[config.mk]
export PLATFORM = sky130hd
export DESIGN_NAME = multicycle_control_fsm_flat
export DESIGN_NICKNAME = d
export VERILOG_FILES = /design/src/rtl/multicycle_control_fsm_pkg.sv /design/src/rtl/multicycle_control_fsm_if.sv /design/src/rtl/multicycle_control_fsm_mem_wait_watchdog.sv /design/src/rtl/multicycle_control_fsm.sv /design/src/flat_wrapper.sv
export SDC_FILE = /design/constraint.sdc
export NUM_CORES = 1
export LEC_CHECK = 0
export ABC_AREA = 1
export BUFFER_PORTS_ARGS = -buffer_cell sky130_fd_sc_hd__buf_2
export CAP_MARGIN = 10
export CORE_ASPECT_RATIO = 0.6
export CORE_MARGIN = 2
export CORE_UTILIZATION = 55
export CTS_BUF_LIST = sky130_fd_sc_hd__clkbuf_4 sky130_fd_sc_hd__clkbuf_8
export DETAILED_ROUTE_END_ITERATION = 7
export PLACE_DENSITY = 0.81
export SYNTH_ARGS = -nofsm -noshare
export SYNTH_HDL_FRONTEND = slang
export SYNTH_HIERARCHICAL = 1
export SYNTH_SLANG_ARGS = --single-unit
[constraint.sdc]
create_clock -name clk -period 3.05 [get_ports clk]
set_input_delay 0.4575 -clock clk [delete_from_list [all_inputs] [get_ports clk]]
set_output_delay 0.4575 -clock clk [all_outputs]
set_load 0.03 [all_outputs]
[src/rtl/multicycle_control_fsm_pkg.sv]
// multicycle_control_fsm_pkg: opcode, aluOp, mux-select and 4-bit state encodings plus decode helpers for the control FSM
package multicycle_control_fsm_pkg;
  localparam logic [3:0] OP_RTYPE = 4'd0, OP_ADDI = 4'd1, OP_SHIFT = 4'd2, OP_LW = 4'd3,
                         OP_SW = 4'd4, OP_BEQ = 4'd5, OP_JMP = 4'd6, OP_LUI = 4'd7, OP_HALT = 4'd15;
  localparam logic [2:0] ALU_ADD = 3'd0, ALU_SUB = 3'd1, ALU_FUNC = 3'd2, ALU_SHIFT = 3'd3, ALU_LUI = 3'd4;
  localparam logic [1:0] SRCB_REGB = 2'b00, SRCB_ONE = 2'b01, SRCB_IMM = 2'b10, SRCB_OFF = 2'b11;
  localparam logic [1:0] PCSRC_ALU = 2'b00, PCSRC_ALUOUT = 2'b01, PCSRC_JUMP = 2'b10;
  typedef enum logic [3:0] {
    S_IDLE   = 4'd0,
    S_FETCH  = 4'd1,
    S_DECODE = 4'd2,
    S_EXEC   = 4'd3,
    S_WB_ALU = 4'd4,
    S_ADDR   = 4'd5,
    S_MEM_RD = 4'd6,
    S_MEM_WR = 4'd7,
    S_WB_MEM = 4'd8,
    S_BRANCH = 4'd9,
    S_JUMP   = 4'd10,
    S_HALT   = 4'd11
  } state_e;
  function automatic state_e decode_next(input logic [3:0] op);
    case (op)
      OP_RTYPE, OP_ADDI, OP_SHIFT, OP_LUI: return S_EXEC;
      OP_LW, OP_SW:                         return S_ADDR;
      OP_BEQ:                               return S_BRANCH;
      OP_JMP:                               return S_JUMP;
      OP_HALT:                              return S_HALT;
      default:                              return S_FETCH;
    endcase
  endfunction
  function automatic logic is_mem_state(input state_e s);
    return s inside {S_FETCH, S_MEM_RD, S_MEM_WR};
  endfunction
endpackage

[src/rtl/multicycle_control_fsm_if.sv]
// multicycle_control_fsm_if: control bus; master (FSM) takes opcode/zero/memReady and drives memory, mux, PC, regfile strobes and status
interface multicycle_control_fsm_if;
  logic [3:0] opcode;
  logic       zero;
  logic       memReady;
  logic       memReq;
  logic       memWrite;
  logic       iOrD;
  logic       irWrite;
  logic       pcWrite;
  logic       pcWriteCond;
  logic [1:0] pcSource;
  logic       aluSrcA;
  logic [1:0] aluSrcB;
  logic [2:0] aluOp;
  logic       regWrite;
  logic       regDst;
  logic       memToReg;
  logic       illegalOp;
  logic       busError;
  logic       halted;
  modport master (
    input  opcode, zero, memReady,
    output memReq, memWrite, iOrD, irWrite, pcWrite, pcWriteCond, pcSource,
           aluSrcA, aluSrcB, aluOp, regWrite, regDst, memToReg, illegalOp, busError, halted
  );
  modport slave (
    output opcode, zero, memReady,
    input  memReq, memWrite, iOrD, irWrite, pcWrite, pcWriteCond, pcSource,
           aluSrcA, aluSrcB, aluOp, regWrite, regDst, memToReg, illegalOp, busError, halted
  );
endinterface

[src/rtl/multicycle_control_fsm_mem_wait_watchdog.sv]
// multicycle_control_fsm_mem_wait_watchdog: counts unanswered memReq cycles; timeout_o on the WAIT_LIMIT-th, sticky bus_error_o; ports clk, rst_n, req_i, ready_i, start_i
module multicycle_control_fsm_mem_wait_watchdog #(
  parameter int WAIT_LIMIT = 15,
  parameter int WAIT_W     = 8
) (
  input  logic clk,
  input  logic rst_n,
  input  logic req_i,
  input  logic ready_i,
  input  logic start_i,
  output logic timeout_o,
  output logic bus_error_o
);
  logic [WAIT_W-1:0] cnt_q, cnt_d;
  logic bus_error_q, bus_error_d;
  assign timeout_o   = req_i && !ready_i && cnt_q == WAIT_W'(WAIT_LIMIT - 1);
  assign bus_error_o = bus_error_q;
  always_comb begin
    cnt_d       = (start_i || (req_i && ready_i)) ? '0 : req_i ? cnt_q + WAIT_W'(1) : cnt_q;
    bus_error_d = bus_error_q || timeout_o;
  end
  always_ff @(posedge clk or negedge rst_n)
    if (!rst_n) begin
      cnt_q       <= '0;
      bus_error_q <= 1'b0;
    end else begin
      cnt_q       <= cnt_d;
      bus_error_q <= bus_error_d;
    end
endmodule

[src/rtl/multicycle_control_fsm.sv]
// multicycle_control_fsm: fetch/decode/execute/mem/writeback sequencer; ports clk, rst_n (async low), bus (opcode/zero/memReady in, datapath strobes and status out)
module multicycle_control_fsm
  import multicycle_control_fsm_pkg::*;
#(
  parameter int WAIT_LIMIT = 15,
  parameter int WAIT_W     = 8
) (
  input logic                       clk,
  input logic                       rst_n,
  multicycle_control_fsm_if.master  bus
);
  state_e state_q, state_d;
  logic mem_req, start, timeout, bus_error, rtype;
  assign mem_req      = is_mem_state(state_q);
  assign start        = is_mem_state(state_d) && state_d != state_q;
  assign rtype        = bus.opcode == OP_RTYPE;
  assign bus.memReq   = mem_req;
  assign bus.busError = bus_error;
  assign bus.halted   = state_q == S_HALT;
  multicycle_control_fsm_mem_wait_watchdog #(
    .WAIT_LIMIT(WAIT_LIMIT),
    .WAIT_W    (WAIT_W)
  ) u_wdog (
    .clk        (clk),
    .rst_n      (rst_n),
    .req_i      (mem_req),
    .ready_i    (bus.memReady),
    .start_i    (start),
    .timeout_o  (timeout),
    .bus_error_o(bus_error)
  );
  always_ff @(posedge clk or negedge rst_n)
    if (!rst_n) state_q <= S_IDLE;
    else state_q <= state_d;
  always_comb begin
    state_d         = state_q;
    bus.memWrite    = 1'b0;
    bus.iOrD        = 1'b0;
    bus.irWrite     = 1'b0;
    bus.pcWrite     = 1'b0;
    bus.pcWriteCond = 1'b0;
    bus.pcSource    = PCSRC_ALU;
    bus.aluSrcA     = 1'b0;
    bus.aluSrcB     = SRCB_REGB;
    bus.aluOp       = ALU_ADD;
    bus.regWrite    = 1'b0;
    bus.regDst      = 1'b0;
    bus.memToReg    = 1'b0;
    bus.illegalOp   = 1'b0;
    case (state_q)
      S_IDLE: state_d = S_FETCH;
      S_FETCH: begin
        bus.aluSrcB = SRCB_ONE;
        bus.irWrite = bus.memReady;
        bus.pcWrite = bus.memReady;
        state_d     = bus.memReady ? S_DECODE : timeout ? S_HALT : S_FETCH;
      end
      S_DECODE: begin
        bus.aluSrcB   = SRCB_OFF;
        state_d       = decode_next(bus.opcode);
        bus.illegalOp = state_d == S_FETCH;
      end
      S_EXEC: begin
        bus.aluSrcA = 1'b1;
        bus.aluSrcB = (rtype || bus.opcode == OP_SHIFT) ? SRCB_REGB : SRCB_IMM;
        bus.aluOp   = rtype ? ALU_FUNC : bus.opcode == OP_SHIFT ? ALU_SHIFT :
                      bus.opcode == OP_LUI ? ALU_LUI : ALU_ADD;
        state_d     = S_WB_ALU;
      end
      S_WB_ALU: begin
        bus.regWrite = 1'b1;
        bus.regDst   = rtype;
        state_d      = S_FETCH;
      end
      S_ADDR: begin
        bus.aluSrcA = 1'b1;
        bus.aluSrcB = SRCB_IMM;
        state_d     = bus.opcode == OP_LW ? S_MEM_RD : S_MEM_WR;
      end
      S_MEM_RD: begin
        bus.iOrD = 1'b1;
        state_d  = bus.memReady ? S_WB_MEM : timeout ? S_HALT : S_MEM_RD;
      end
      S_MEM_WR: begin
        bus.iOrD     = 1'b1;
        bus.memWrite = 1'b1;
        state_d      = bus.memReady ? S_FETCH : timeout ? S_HALT : S_MEM_WR;
      end
      S_WB_MEM: begin
        bus.regWrite = 1'b1;
        bus.memToReg = 1'b1;
        state_d      = S_FETCH;
      end
      S_BRANCH: begin
        bus.aluSrcA     = 1'b1;
        bus.aluOp       = ALU_SUB;
        bus.pcWriteCond = 1'b1;
        bus.pcSource    = PCSRC_ALUOUT;
        state_d         = S_FETCH;
      end
      S_JUMP: begin
        bus.pcWrite  = 1'b1;
        bus.pcSource = PCSRC_JUMP;
        state_d      = S_FETCH;
      end
      S_HALT: state_d = S_HALT;
      default: state_d = S_IDLE;
    endcase
  end
endmodule
[src/flat_wrapper.sv]
// flat-port wrapper written by rule: the top's interface ports become plain ports
module multicycle_control_fsm_flat import multicycle_control_fsm_pkg::*;
#(
  parameter int WAIT_LIMIT = 15,
  parameter int WAIT_W     = 8
)
  (clk, rst_n, bus_opcode, bus_zero, bus_memReady, bus_memReq, bus_memWrite, bus_iOrD, bus_irWrite, bus_pcWrite, bus_pcWriteCond, bus_pcSource, bus_aluSrcA, bus_aluSrcB, bus_aluOp, bus_regWrite, bus_regDst, bus_memToReg, bus_illegalOp, bus_busError, bus_halted);
  multicycle_control_fsm_if bus_i ();
  input logic clk;
  input logic rst_n;
  input wire logic [$bits(bus_i.opcode)-1:0] bus_opcode;
  input wire logic [$bits(bus_i.zero)-1:0] bus_zero;
  input wire logic [$bits(bus_i.memReady)-1:0] bus_memReady;
  output wire logic [$bits(bus_i.memReq)-1:0] bus_memReq;
  output wire logic [$bits(bus_i.memWrite)-1:0] bus_memWrite;
  output wire logic [$bits(bus_i.iOrD)-1:0] bus_iOrD;
  output wire logic [$bits(bus_i.irWrite)-1:0] bus_irWrite;
  output wire logic [$bits(bus_i.pcWrite)-1:0] bus_pcWrite;
  output wire logic [$bits(bus_i.pcWriteCond)-1:0] bus_pcWriteCond;
  output wire logic [$bits(bus_i.pcSource)-1:0] bus_pcSource;
  output wire logic [$bits(bus_i.aluSrcA)-1:0] bus_aluSrcA;
  output wire logic [$bits(bus_i.aluSrcB)-1:0] bus_aluSrcB;
  output wire logic [$bits(bus_i.aluOp)-1:0] bus_aluOp;
  output wire logic [$bits(bus_i.regWrite)-1:0] bus_regWrite;
  output wire logic [$bits(bus_i.regDst)-1:0] bus_regDst;
  output wire logic [$bits(bus_i.memToReg)-1:0] bus_memToReg;
  output wire logic [$bits(bus_i.illegalOp)-1:0] bus_illegalOp;
  output wire logic [$bits(bus_i.busError)-1:0] bus_busError;
  output wire logic [$bits(bus_i.halted)-1:0] bus_halted;
  assign bus_i.opcode = bus_opcode;
  assign bus_i.zero = bus_zero;
  assign bus_i.memReady = bus_memReady;
  assign bus_memReq = bus_i.memReq;
  assign bus_memWrite = bus_i.memWrite;
  assign bus_iOrD = bus_i.iOrD;
  assign bus_irWrite = bus_i.irWrite;
  assign bus_pcWrite = bus_i.pcWrite;
  assign bus_pcWriteCond = bus_i.pcWriteCond;
  assign bus_pcSource = bus_i.pcSource;
  assign bus_aluSrcA = bus_i.aluSrcA;
  assign bus_aluSrcB = bus_i.aluSrcB;
  assign bus_aluOp = bus_i.aluOp;
  assign bus_regWrite = bus_i.regWrite;
  assign bus_regDst = bus_i.regDst;
  assign bus_memToReg = bus_i.memToReg;
  assign bus_illegalOp = bus_i.illegalOp;
  assign bus_busError = bus_i.busError;
  assign bus_halted = bus_i.halted;
  multicycle_control_fsm #(.WAIT_LIMIT(WAIT_LIMIT), .WAIT_W(WAIT_W)) u_core (.clk(clk), .rst_n(rst_n), .bus(bus_i));
endmodule
==> run metrics, run 1 <==
worst hold path class=primary input to async pin; global-route wire length before repair=4.94 mm; Synth Flop Type=dfrtp_1; layout cell share with drive strength beyond 1=0.222; Worst EP arrival=2.96 ns; GPL Wtd Cong=0.918; post-route DRC violation count=0; router iterations before antenna repair=4; wire per inst=12.1 um; total congestion overflow=0; Synth Warn #=6; flop2flop setup slack=0.30 ns; full die area=2600 um2; Max-slew headroom=0.790; Final Net Count=246; Reg2Reg Depth=23; worst-path maximum fanout=7; Reg clk slew, reported paths=0.08 ns; CTS tree=built; ANT cells=0; multi-input logic area=756 um2; Fin Setup TNS=0 ns; initial antenna violation count=0; RSZ-0062 raised after global routing=no; Die H=40.3 um; Synth cell types=22; Final Max Tran Viols=0; DRT iter0 DRCs=242; drt total wl=3.14 mm; Max Cap Viol=0; critical-path cell list=nor2_4 > inv_1 > nor2_2 > inv_1 > nand2_1 > nand3_1 > nor2_1 > inv_1 > nor2_1 > nand3_1 > nand2_1 > inv_2 > nand2_2 > nand2_1 > nand2_1 > nand2_1 > nor2_1 > nor2_1 > inv_1 > nand2_1 > inv_2 > o21ai_0 > nor2_1; slowest stage delay, CP=0.46 ns; CP max stage cell=dfrtp_2; final critical-path required period=2.75 ns; Final Hold Viols=0; via count=1387; total I/O pin count=28; Final ANT Viol Nets=0; PD cells=954 nW/um2; flops & latches, synth=13; Initial Util=0.570; row count=13; critical path class=flop to flop; Fmax achieved=0.364 GHz; reg-to-reg startpoint=u_core/state_q[2]$_DFF_PN0_; worst-skew pair later-pin latency=0.28 ns; Power Total=1.36 mW; Mean Syn Cell Area=6.06 um2; flip-flop and latch area=329 um2; register area share after synthesis=0.270; Max rail drop VDD=0.502 mV; Clock Skew=0.00413 ns; top cells by area, synth=dfrtp_1 (27%), nand2_1 (16%), nor2_1 (12%); Syn Inst Count=199; Sink Count=13; Min Hold Slack=0.0421 ns; port bufs=26; Core Area=2110 um2; H-tree depth=1; count leader, synth=nand2_1; Root Driver=clkbuf_4; final setup violation count=0; Critical Path RT=3.26 ns; Post-Syn Area=1210 um2; Overall Global Routing Usage=0.264; Final Util=0.674; run status=complete, no violations; Filler Cell Count=199; HPWL Detailed=2.63 mm; largest net degree at the start of global routing=14; clock buffer depth=2; FFs w/ async S/R, synth=1.00; Layout area overhead=18.2%; Die Width=64.5 um; Startpoint Class=flop; Syn Nets=214; top post-synthesis cells by count=nand2_1 (53), nor2_1 (39), inv_1 (27); Final period util=0.900; reg2reg end=u_core/u_wdog/cnt_q[4]$_DFFE_PN0P_; vias per std cell=5.33; number of synthesized flops with an enable pin=0; Synth top area share=0.270; Num CTS Buffers=3; Leak=0.815 nW; vias in the first global route=1113; actual slew at the worst max-slew pin=0.313 ns; critical path endpoint category=flop; crit-path most repeated cell=nand2_1; Worst Setup SP=u_core/state_q[2]$_DFF_PN0_; largest area contributor in the synthesized netlist=dfrtp_1
[cells in the final DEF (no fill, tap or decap), types with 3 or more instances in the layout]
| cell | synthesis | routed |
|---|---|---|
| ha_1 | 7 | 7 |
| nor2_1 | 39 | 37 |
| nand4_1 | 4 | 4 |
| nor3_1 | 3 | 3 |
| clkbuf_4 | 0 | 4 |
| buf_2 | 0 | 26 |
| dfrtp_1 | 13 | 10 |
| dfrtp_2 | 0 | 3 |
| inv_1 | 27 | 27 |
| o21ai_0 | 5 | 5 |
| nand3_2 | 3 | 3 |
| nand3_1 | 20 | 20 |
| inv_2 | 6 | 6 |
| a21oi_1 | 6 | 6 |
| nor2_2 | 2 | 3 |
| nand2_1 | 53 | 53 |
[registers in the layout, summed over array words and instances (netlist names)]
register / count
u_core/u_wdog/bus_error_o: 1
u_core/u_wdog/cnt_q: 8
u_core/state_q: 4
[worst max-delay path, delay by kind of cell, from the launching register on]
| family | cells | cell delay [ns] |
|---|---|---|
| flops | 1 | 0.46 |
| simple gates | 16 | 1.57 |
| buf+inv | 6 | 0.55 |
| compound gates | 1 | 0.10 |
[where the power goes]
part           internal [mW]  switching (mW)  leakage, nW
Sequential             0.210          0.0526        0.172
Clock                 0.0597          0.0589       0.0184
Combinational          0.288           0.690        0.625
Total                  0.558           0.802        0.815
[metrics by stage]
step,cell area (um2),setup slack (ns),instances
final,1430,0.305,260
after detailed placement,1370,0.318,255
after global placement,1370,0.397,255
after global routing,1430,0.00844,260
after CTS,1400,0.289,259
after floorplan,1210,0.379,199
[cell families (layout without fill, tap and decap cells)]
logic type               Yosys count  count (layout)  share of synthesized area
AO/OA/AOI/OAI                     15              15                     0.0695
adder cells (fa/ha/maj)            7               7                     0.0726
buffers and inverters             35              66                      0.112
flip-flops                        13              13                      0.270
AND/OR/NAND/NOR                  129             129                      0.476
[worst max-delay path by stage]
stage,endpoint,slack [ns],cells after the start
6_report,u_core/u_wdog/cnt_q[4]$_DFFE_PN0P_,0.30,23
5_1_grt,u_core/u_wdog/cnt_q[0]$_DFFE_PN0P_,0.008,23
3_3_place_gp,u_core/u_wdog/cnt_q[1]$_DFFE_PN0P_,0.40,23
3_5_place_dp,u_core/u_wdog/cnt_q[2]$_DFFE_PN0P_,0.32,23
2_1_floorplan,u_core/u_wdog/cnt_q[0]$_DFFE_PN0P_,0.38,22
4_1_cts,u_core/u_wdog/cnt_q[2]$_DFFE_PN0P_,0.29,23
[cell type report]
type,count,area share
clock buffer,4,0.0211
timing repair buffer,28,0.102
multi-input combinational,151,0.530
sequential,13,0.231
tap,30,0.0263
inverter,34,0.0896
[metal layers]
metal / up-vias / global-route usage / wire length [um] / part of all wire
li1: 693 / - / - / -
met1: 615 / 0.376 / 1540 / 0.49
met2: 73 / 0.409 / 1290 / 0.41
met3: 6 / 0.0646 / 276 / 0.088
met4: 0 / 0.0585 / 38 / 0.012
met5: - / 0 / 0 / 0
[timing repair]
item                       in CTS  in global routing
hold buffers                    0                  0
setup endpoints to repair       0                  8
setup buffers                   0                  1
resized for setup               0                  6
(Power assumes the default switching activity.)
==> run 2: changes to the inputs <==
==> constraint.sdc (replaced) <==
create_clock -name clk -period 2.6 [get_ports clk]
set_input_delay 0.39 -clock clk [delete_from_list [all_inputs] [get_ports clk]]
set_output_delay 0.39 -clock clk [all_outputs]
set_load 0.03 [all_outputs]
==> run metrics, run 2 (synthesis results as in run 1) <==
run status=complete, no violations (unchanged); Filler Cell Count=152 (was 199); drt total wl=3.42 mm (was 3.14 mm); Fmax achieved=0.406 GHz (was 0.364 GHz); Root Driver=clkbuf_4 (unchanged); Final period util=0.947 (was 0.900); Combinational Power Share=0.771 (was 0.720); Psw=1.05 mW (was 802 uW); GPL Wtd Cong=0.963 (was 0.918); HPWL Detailed=2.64 mm (was 2.63 mm); Final Net Count=257 (was 246); switching part of the total=0.572 (was 0.590); worst-skew pair later-pin latency=0.29 ns (was 0.28 ns); Max rail drop VDD=0.527 mV (was 0.502 mV); vias per std cell=5.37 (was 5.33); row count=13 (unchanged); Non-Filler Instances=271 (was 260); max reg flops=8 (unchanged); final setup violation count=0 (unchanged); commonest cells after routing, fill and taps aside=nand2_1 (50), nor2_1 (33), buf_2 (26) (was nand2_1 (53), nor2_1 (37), inv_1 (27)); Core Area=2110 um2 (unchanged); initial antenna violation count=0 (unchanged); via count=1456 (was 1387); Max Cap Viol=0 (unchanged); router iterations before antenna repair=6 (was 4); clock buffer depth=2 (unchanged); Reg clk slew, reported paths=0.08 ns (about the same); Initial Util=0.570 (unchanged); Final Max Tran Viols=0 (unchanged); global-route wire length before repair=4.99 mm (was 4.94 mm); post-route DRC violation count=0 (unchanged); H-tree depth=1 (unchanged); DRT iter0 DRCs=188 (was 242); most common cell after layout, fill and taps aside=nand2_1 (unchanged); CTS tree=built (unchanged); worst hold path class=flop to flop (was primary input to async pin); total congestion overflow=0 (unchanged); Max-slew headroom=0.801 (was 0.790); Final ANT Viol Nets=0 (unchanged); Overall Global Routing Usage=0.264 (about the same); actual slew at the worst max-slew pin=0.297 ns (was 0.313 ns); layout cell share with drive strength beyond 1=0.303 (was 0.222); worst-path maximum fanout=7 (unchanged); Num CTS Buffers=3 (unchanged); internal power=788 uW (was 558 uW); wire per inst=12.6 um (was 12.1 um); critical path endpoint category=flop (unchanged); Worst EP arrival=2.66 ns (was 2.96 ns); largest reg by FF count=u_core/u_wdog/cnt_q (unchanged); Die H=40.3 um (unchanged); Die Width=64.5 um (unchanged); Final Hold Viols=0 (unchanged); Sink Count=13 (unchanged); ANT cells=0 (unchanged); Leak=0.874 nW (was 0.815 nW); Critical Path RT=2.80 ns (was 3.26 ns); Clock Skew=0.0132 ns (was 0.00413 ns); final critical-path required period=2.46 ns (was 2.75 ns); largest net degree at the start of global routing=14 (unchanged); total I/O pin count=28 (unchanged); port bufs=26 (unchanged); Clk pwr share=0.074 (was 0.087); Final Util=0.743 (was 0.674); Layout area overhead=30.2% (was 18.2%); PD cells=1170 nW/um2 (was 954 nW/um2); DP Cell Count=261 (was 255); full die area=2600 um2 (unchanged); vias in the first global route=1097 (was 1113); Startpoint Class=flop (unchanged); Seq pwr share=0.154 (was 0.193); critical path class=flop to flop (unchanged)
==> run 2: cell count changes in the layout (fill, tap and decap cells not counted), sizes merged <==
cell	delta
dlygate4sd3	+1
buf	+10
==> run 2: worst max-delay path, stage by stage, from the launching register on <==
cell and delay (ns):
dfrtp_1 0.44, nor2_4 0.12, inv_2 0.06, nor2_4 0.11, inv_2 0.06, nand2_4 0.08
nand3_4 0.08, nor2_2 0.10, inv_2 0.06, buf_4 0.13, nand2_1 0.08, nand2_1 0.06
nor2_1 0.11, nor2_1 0.08, nand2_1 0.12, a21oi_1 0.06, nand2_1 0.08, nor2_2 0.04
inv_2 0.09, nand3_4 0.12, buf_4 0.16, o21ai_1 0.13
==> run 2: path summary, 6_finish.rpt <==
kind / to / slack [ns] / cells after the start / from
max in group asynchronous: u_core/state_q[2]$_DFF_PN0_ / 1.83 / 2 / rst_n
min in group asynchronous: u_core/u_wdog/bus_error_o$_DFF_PN0_ / 0.51 / 2 / rst_n
worst max register to register: u_core/u_wdog/cnt_q[0]$_DFFE_PN0P_ / 0.14 / 21 / u_core/state_q[3]$_DFF_PN0_
worst max-delay path: u_core/u_wdog/cnt_q[0]$_DFFE_PN0P_ / 0.14 / 21 / u_core/state_q[3]$_DFF_PN0_
worst min-delay path: u_core/u_wdog/bus_error_o$_DFF_PN0_ / 0.48 / 1 / u_core/u_wdog/bus_error_o$_DFF_PN0_
worst min register to register: u_core/u_wdog/bus_error_o$_DFF_PN0_ / 0.48 / 1 / u_core/u_wdog/bus_error_o$_DFF_PN0_
==> run 2: final cells by class <==
| type | count | area [um2] | share of cell area |
|---|---|---|---|
| multi-input combinational | 151 | 818 | 0.521 |
| sequential | 13 | 327 | 0.208 |
| inverter | 34 | 128 | 0.0813 |
| tap | 30 | 37.5 | 0.0239 |
| timing repair buffer | 39 | 230 | 0.147 |
| clock buffer | 4 | 30.0 | 0.0191 |
==> run 2: power by group through the flow <==
| stage | sequential, mW | combinational [mW] | clock [mW] |
|---|---|---|---|
| 6_report | 0.284 | 1.42 | 0.137 |
| 5_1_grt | 0.287 | 1.54 | 0.149 |
| 4_1_cts | 0.281 | 1.19 | 0.139 |
| 3_5_place_dp | 0.283 | 1.18 | 0 |
| 3_3_place_gp | 0.280 | 1.14 | 0 |
| 2_1_floorplan | 0.289 | 0.836 | 0 |
==> run 2: metrics by stage <==
stage / area (um2) / TNS [ns] / hold slack, ns / setup slack [ns] / power [mW]
after CTS: 1460 / 0 / 0.489 / 0.0114 / 1.61
after global placement: 1420 / 0 / 0.286 / 0.0853 / 1.42
after detailed placement: 1420 / 0 / 0.286 / 0.0154 / 1.47
final: 1570 / 0 / 0.484 / 0.137 / 1.84
after global routing: 1570 / -0.0406 / 0.504 / -0.0256 / 1.97
after floorplan: 1210 / 0 / 0.0944 / 0.0947 / 1.12
==> run 2: timing repair <==
item / 4_1_cts / 5_1_grt
resized for setup: 1 / 23
endpoints found under the hold margin: 13 / 0
buffers inserted: 0 / 5
hold buffers: 1 / 0
pin swaps: 0 / 13
setup endpoints to repair: 1 / 8
==> run 2: metal layers <==
layer  up-vias  track usage  share of wire
met5         -            0              0
met4         0       0.0319          0.018
met3        15       0.0955           0.12
met2        92        0.396           0.42
met1       641        0.376           0.44
li1        708            -              -
==> run 3: changes to the inputs <==
--- a/config.mk
+++ b/config.mk
@@ -10,10 +10,10 @@
 export CAP_MARGIN = 10
 export CORE_ASPECT_RATIO = 0.6
 export CORE_MARGIN = 2
-export CORE_UTILIZATION = 55
-export CTS_BUF_LIST = sky130_fd_sc_hd__clkbuf_4 sky130_fd_sc_hd__clkbuf_8
+export CORE_UTILIZATION = 53
+export CTS_BUF_LIST = sky130_fd_sc_hd__clkbuf_8 sky130_fd_sc_hd__clkbuf_16
 export DETAILED_ROUTE_END_ITERATION = 7
-export PLACE_DENSITY = 0.81
+export PLACE_DENSITY = 0.79
 export SYNTH_ARGS = -nofsm -noshare
 export SYNTH_HDL_FRONTEND = slang
 export SYNTH_HIERARCHICAL = 1
==> run metrics, run 3 (synthesis results as in run 1) <==
Critical Path RT=2.74 ns (was 2.80 ns); ANT cells=0 (unchanged); H-tree depth=1 (unchanged); row count=13 (unchanged); Die Width=65.6 um (was 64.5 um); via count=1498 (was 1456); Die H=41.0 um (was 40.3 um); vias per std cell=5.63 (was 5.37); Initial Util=0.558 (was 0.570); full die area=2690 um2 (was 2600 um2); vias in the first global route=1104 (was 1097); layout cell share with drive strength beyond 1=0.267 (was 0.303); actual slew at the worst max-slew pin=0.293 ns (was 0.297 ns); Fmax achieved=0.406 GHz (about the same); Final period util=0.946 (was 0.947); worst-path maximum fanout=7 (unchanged); Core Area=2160 um2 (was 2110 um2); critical path class=flop to flop (unchanged); drt total wl=3.54 mm (was 3.42 mm); post-route cell area=1520 um2 (was 1570 um2); critical-path cell list=inv_2 > nand2_2 > nor2_4 > inv_2 > nand2_2 > nand3_2 > nor2_1 > inv_1 > nor2_2 > nand3_1 > nand2_1 > inv_2 > nand2_2 > nand2_1 > nand2_1 > nand2_1 > nor2_1 > nor2_1 > inv_2 > nand3_4 > a21oi_1 > nor2_1 (was nor2_4 > inv_2 > nor2_4 > inv_2 > nand2_4 > nand3_4 > nor2_2 > inv_2 > buf_4 > nand2_1 > nand2_1 > nor2_1 > nor2_1 > nand2_1 > a21oi_1 > nand2_1 > nor2_2 > inv_2 > nand3_4 > buf_4 > o21ai_1); worst hold path class=primary input to async pin (was flop to flop); Filler Cell Count=191 (was 152); HPWL Detailed=2.80 mm (was 2.64 mm); router iterations before antenna repair=5 (was 6); Final Net Count=252 (was 257); wire per inst=13.3 um (was 12.6 um); largest reg by FF count=u_core/u_wdog/cnt_q (unchanged); Clock Skew=0.00379 ns (was 0.0132 ns); Root Driver=clkbuf_8 (was clkbuf_4); Worst EP arrival=2.60 ns (was 2.66 ns); global-route wire length before repair=5.00 mm (was 4.99 mm); PostCTS Resize Cnt=0 (was 1); run status=complete, no violations (unchanged); worst-skew pair later-pin latency=0.24 ns (was 0.29 ns); Max rail drop VDD=0.731 mV (was 0.527 mV); reg-to-reg startpoint=u_core/state_q[1]$_DFF_PN0_ (was u_core/state_q[3]$_DFF_PN0_); Layout area overhead=26.2% (was 30.2%); reg2reg end=u_core/u_wdog/cnt_q[6]$_DFFE_PN0P_ (was u_core/u_wdog/cnt_q[0]$_DFFE_PN0P_); Final Hold Viols=0 (unchanged); Startpoint Class=flop (unchanged); final critical-path required period=2.46 ns (about the same); Reg clk slew, reported paths=0.05 ns (was 0.08 ns); RSZ-0062 raised after global routing=no; Final Max Tran Viols=0 (unchanged); PD cells=1190 nW/um2 (was 1170 nW/um2); Overall Global Routing Usage=0.261 (was 0.264); CP max stage cell=dfrtp_1 (unchanged); total I/O pin count=28 (unchanged); GPL Wtd Cong=0.932 (was 0.963); Max-slew headroom=0.804 (was 0.801); DRT iter0 DRCs=197 (was 188); Num CTS Buffers=3 (unchanged); Fin Setup TNS=0 ns (unchanged); CTS Hold Buffers Added=0 (was 1); post-route DRC violation count=0 (unchanged); Post-DP Area=1430 um2 (was 1420 um2); slowest stage delay, CP=0.40 ns (was 0.44 ns); postcts setup bufs=0 (unchanged); total congestion overflow=0 (unchanged); port bufs=26 (unchanged); Reg2Reg Depth=22 (was 21); Sink Count=13 (unchanged); Power Total=1.81 mW (was 1.84 mW); Max Cap Viol=0 (unchanged); CTS tree=built (unchanged); commonest cells after routing, fill and taps aside=nand2_1 (50), nor2_1 (37), buf_2 (26) (was nand2_1 (50), nor2_1 (33), buf_2 (26)); clock buffer depth=2 (unchanged); Final ANT Viol Nets=0 (unchanged); flop2flop setup slack=0.14 ns (about the same); final setup violation count=0 (unchanged); Leak=0.859 nW (was 0.874 nW); largest net degree at the start of global routing=14 (unchanged); Final Util=0.704 (was 0.743); most common cell after layout, fill and taps aside=nand2_1 (unchanged); critical path endpoint category=flop (unchanged); initial antenna violation count=0 (unchanged); max reg flops=8 (unchanged)
==> run 3: critical path: cells and delay by family (launching register included) <==
| kind | cells | cell delay, ns |
|---|---|---|
| flops | 1 | 0.40 |
| simple gates | 16 | 1.40 |
| compound gates | 1 | 0.17 |
| buf+inv | 5 | 0.37 |
==> run 3: routing by layer <==
layer | routed length, um | GRT usage
met4 | 65 | 0.0729
met3 | 445 | 0.0687
met1 | 1540 | 0.376
met2 | 1490 | 0.390
met5 | 0 | 0
==> run 3: metrics by stage <==
step | hold slack, ns | setup slack [ns] | cells
2_1_floorplan | 0.0944 | 0.0947 | 199
6_report | 0.0168 | 0.140 | 266
5_1_grt | 0.0347 | 0.00476 | 266
4_1_cts | 0.0265 | 0.00139 | 266
3_3_place_gp | 0.282 | 0.140 | 262
3_5_place_dp | 0.284 | 0.0382 | 262
==> run 3: report_power, final <==
group | switching [mW] | internal, mW | leakage [nW]
Combinational | 0.939 | 0.416 | 0.657
Sequential | 0.0388 | 0.243 | 0.176
Clock | 0.0706 | 0.104 | 0.0269
Total | 1.05 | 0.763 | 0.859
==> run 3: how the worst max path moves through the flow <==
stage	slack, ns	cells past startpoint	startpoint	end
2_1_floorplan	0.09	22	u_core/state_q[2]$_DFF_PN0_	u_core/u_wdog/cnt_q[0]$_DFFE_PN0P_
3_3_place_gp	0.14	22	u_core/state_q[3]$_DFF_PN0_	u_core/u_wdog/cnt_q[0]$_DFFE_PN0P_
3_5_place_dp	0.04	23	u_core/state_q[3]$_DFF_PN0_	u_core/u_wdog/cnt_q[1]$_DFFE_PN0P_
4_1_cts	0.001	23	u_core/state_q[3]$_DFF_PN0_	u_core/u_wdog/cnt_q[1]$_DFFE_PN0P_
5_1_grt	0.005	22	u_core/state_q[2]$_DFF_PN0_	u_core/u_wdog/cnt_q[7]$_DFFE_PN0P_
6_report	0.14	22	u_core/state_q[1]$_DFF_PN0_	u_core/u_wdog/cnt_q[6]$_DFFE_PN0P_
==> run 3: cell type report <==
cell class                      count  area, um2  share of cell area
Tap cell                           30       37.5              0.0247
Timing Repair Buffer               34        190               0.125
Clock buffer                        3       41.3              0.0271
Inverter                           34        133              0.0871
Multi-Input combinational cell    151        792               0.520
Sequential cell                    13        325               0.214
Clock inverter                      1       3.75             0.00247
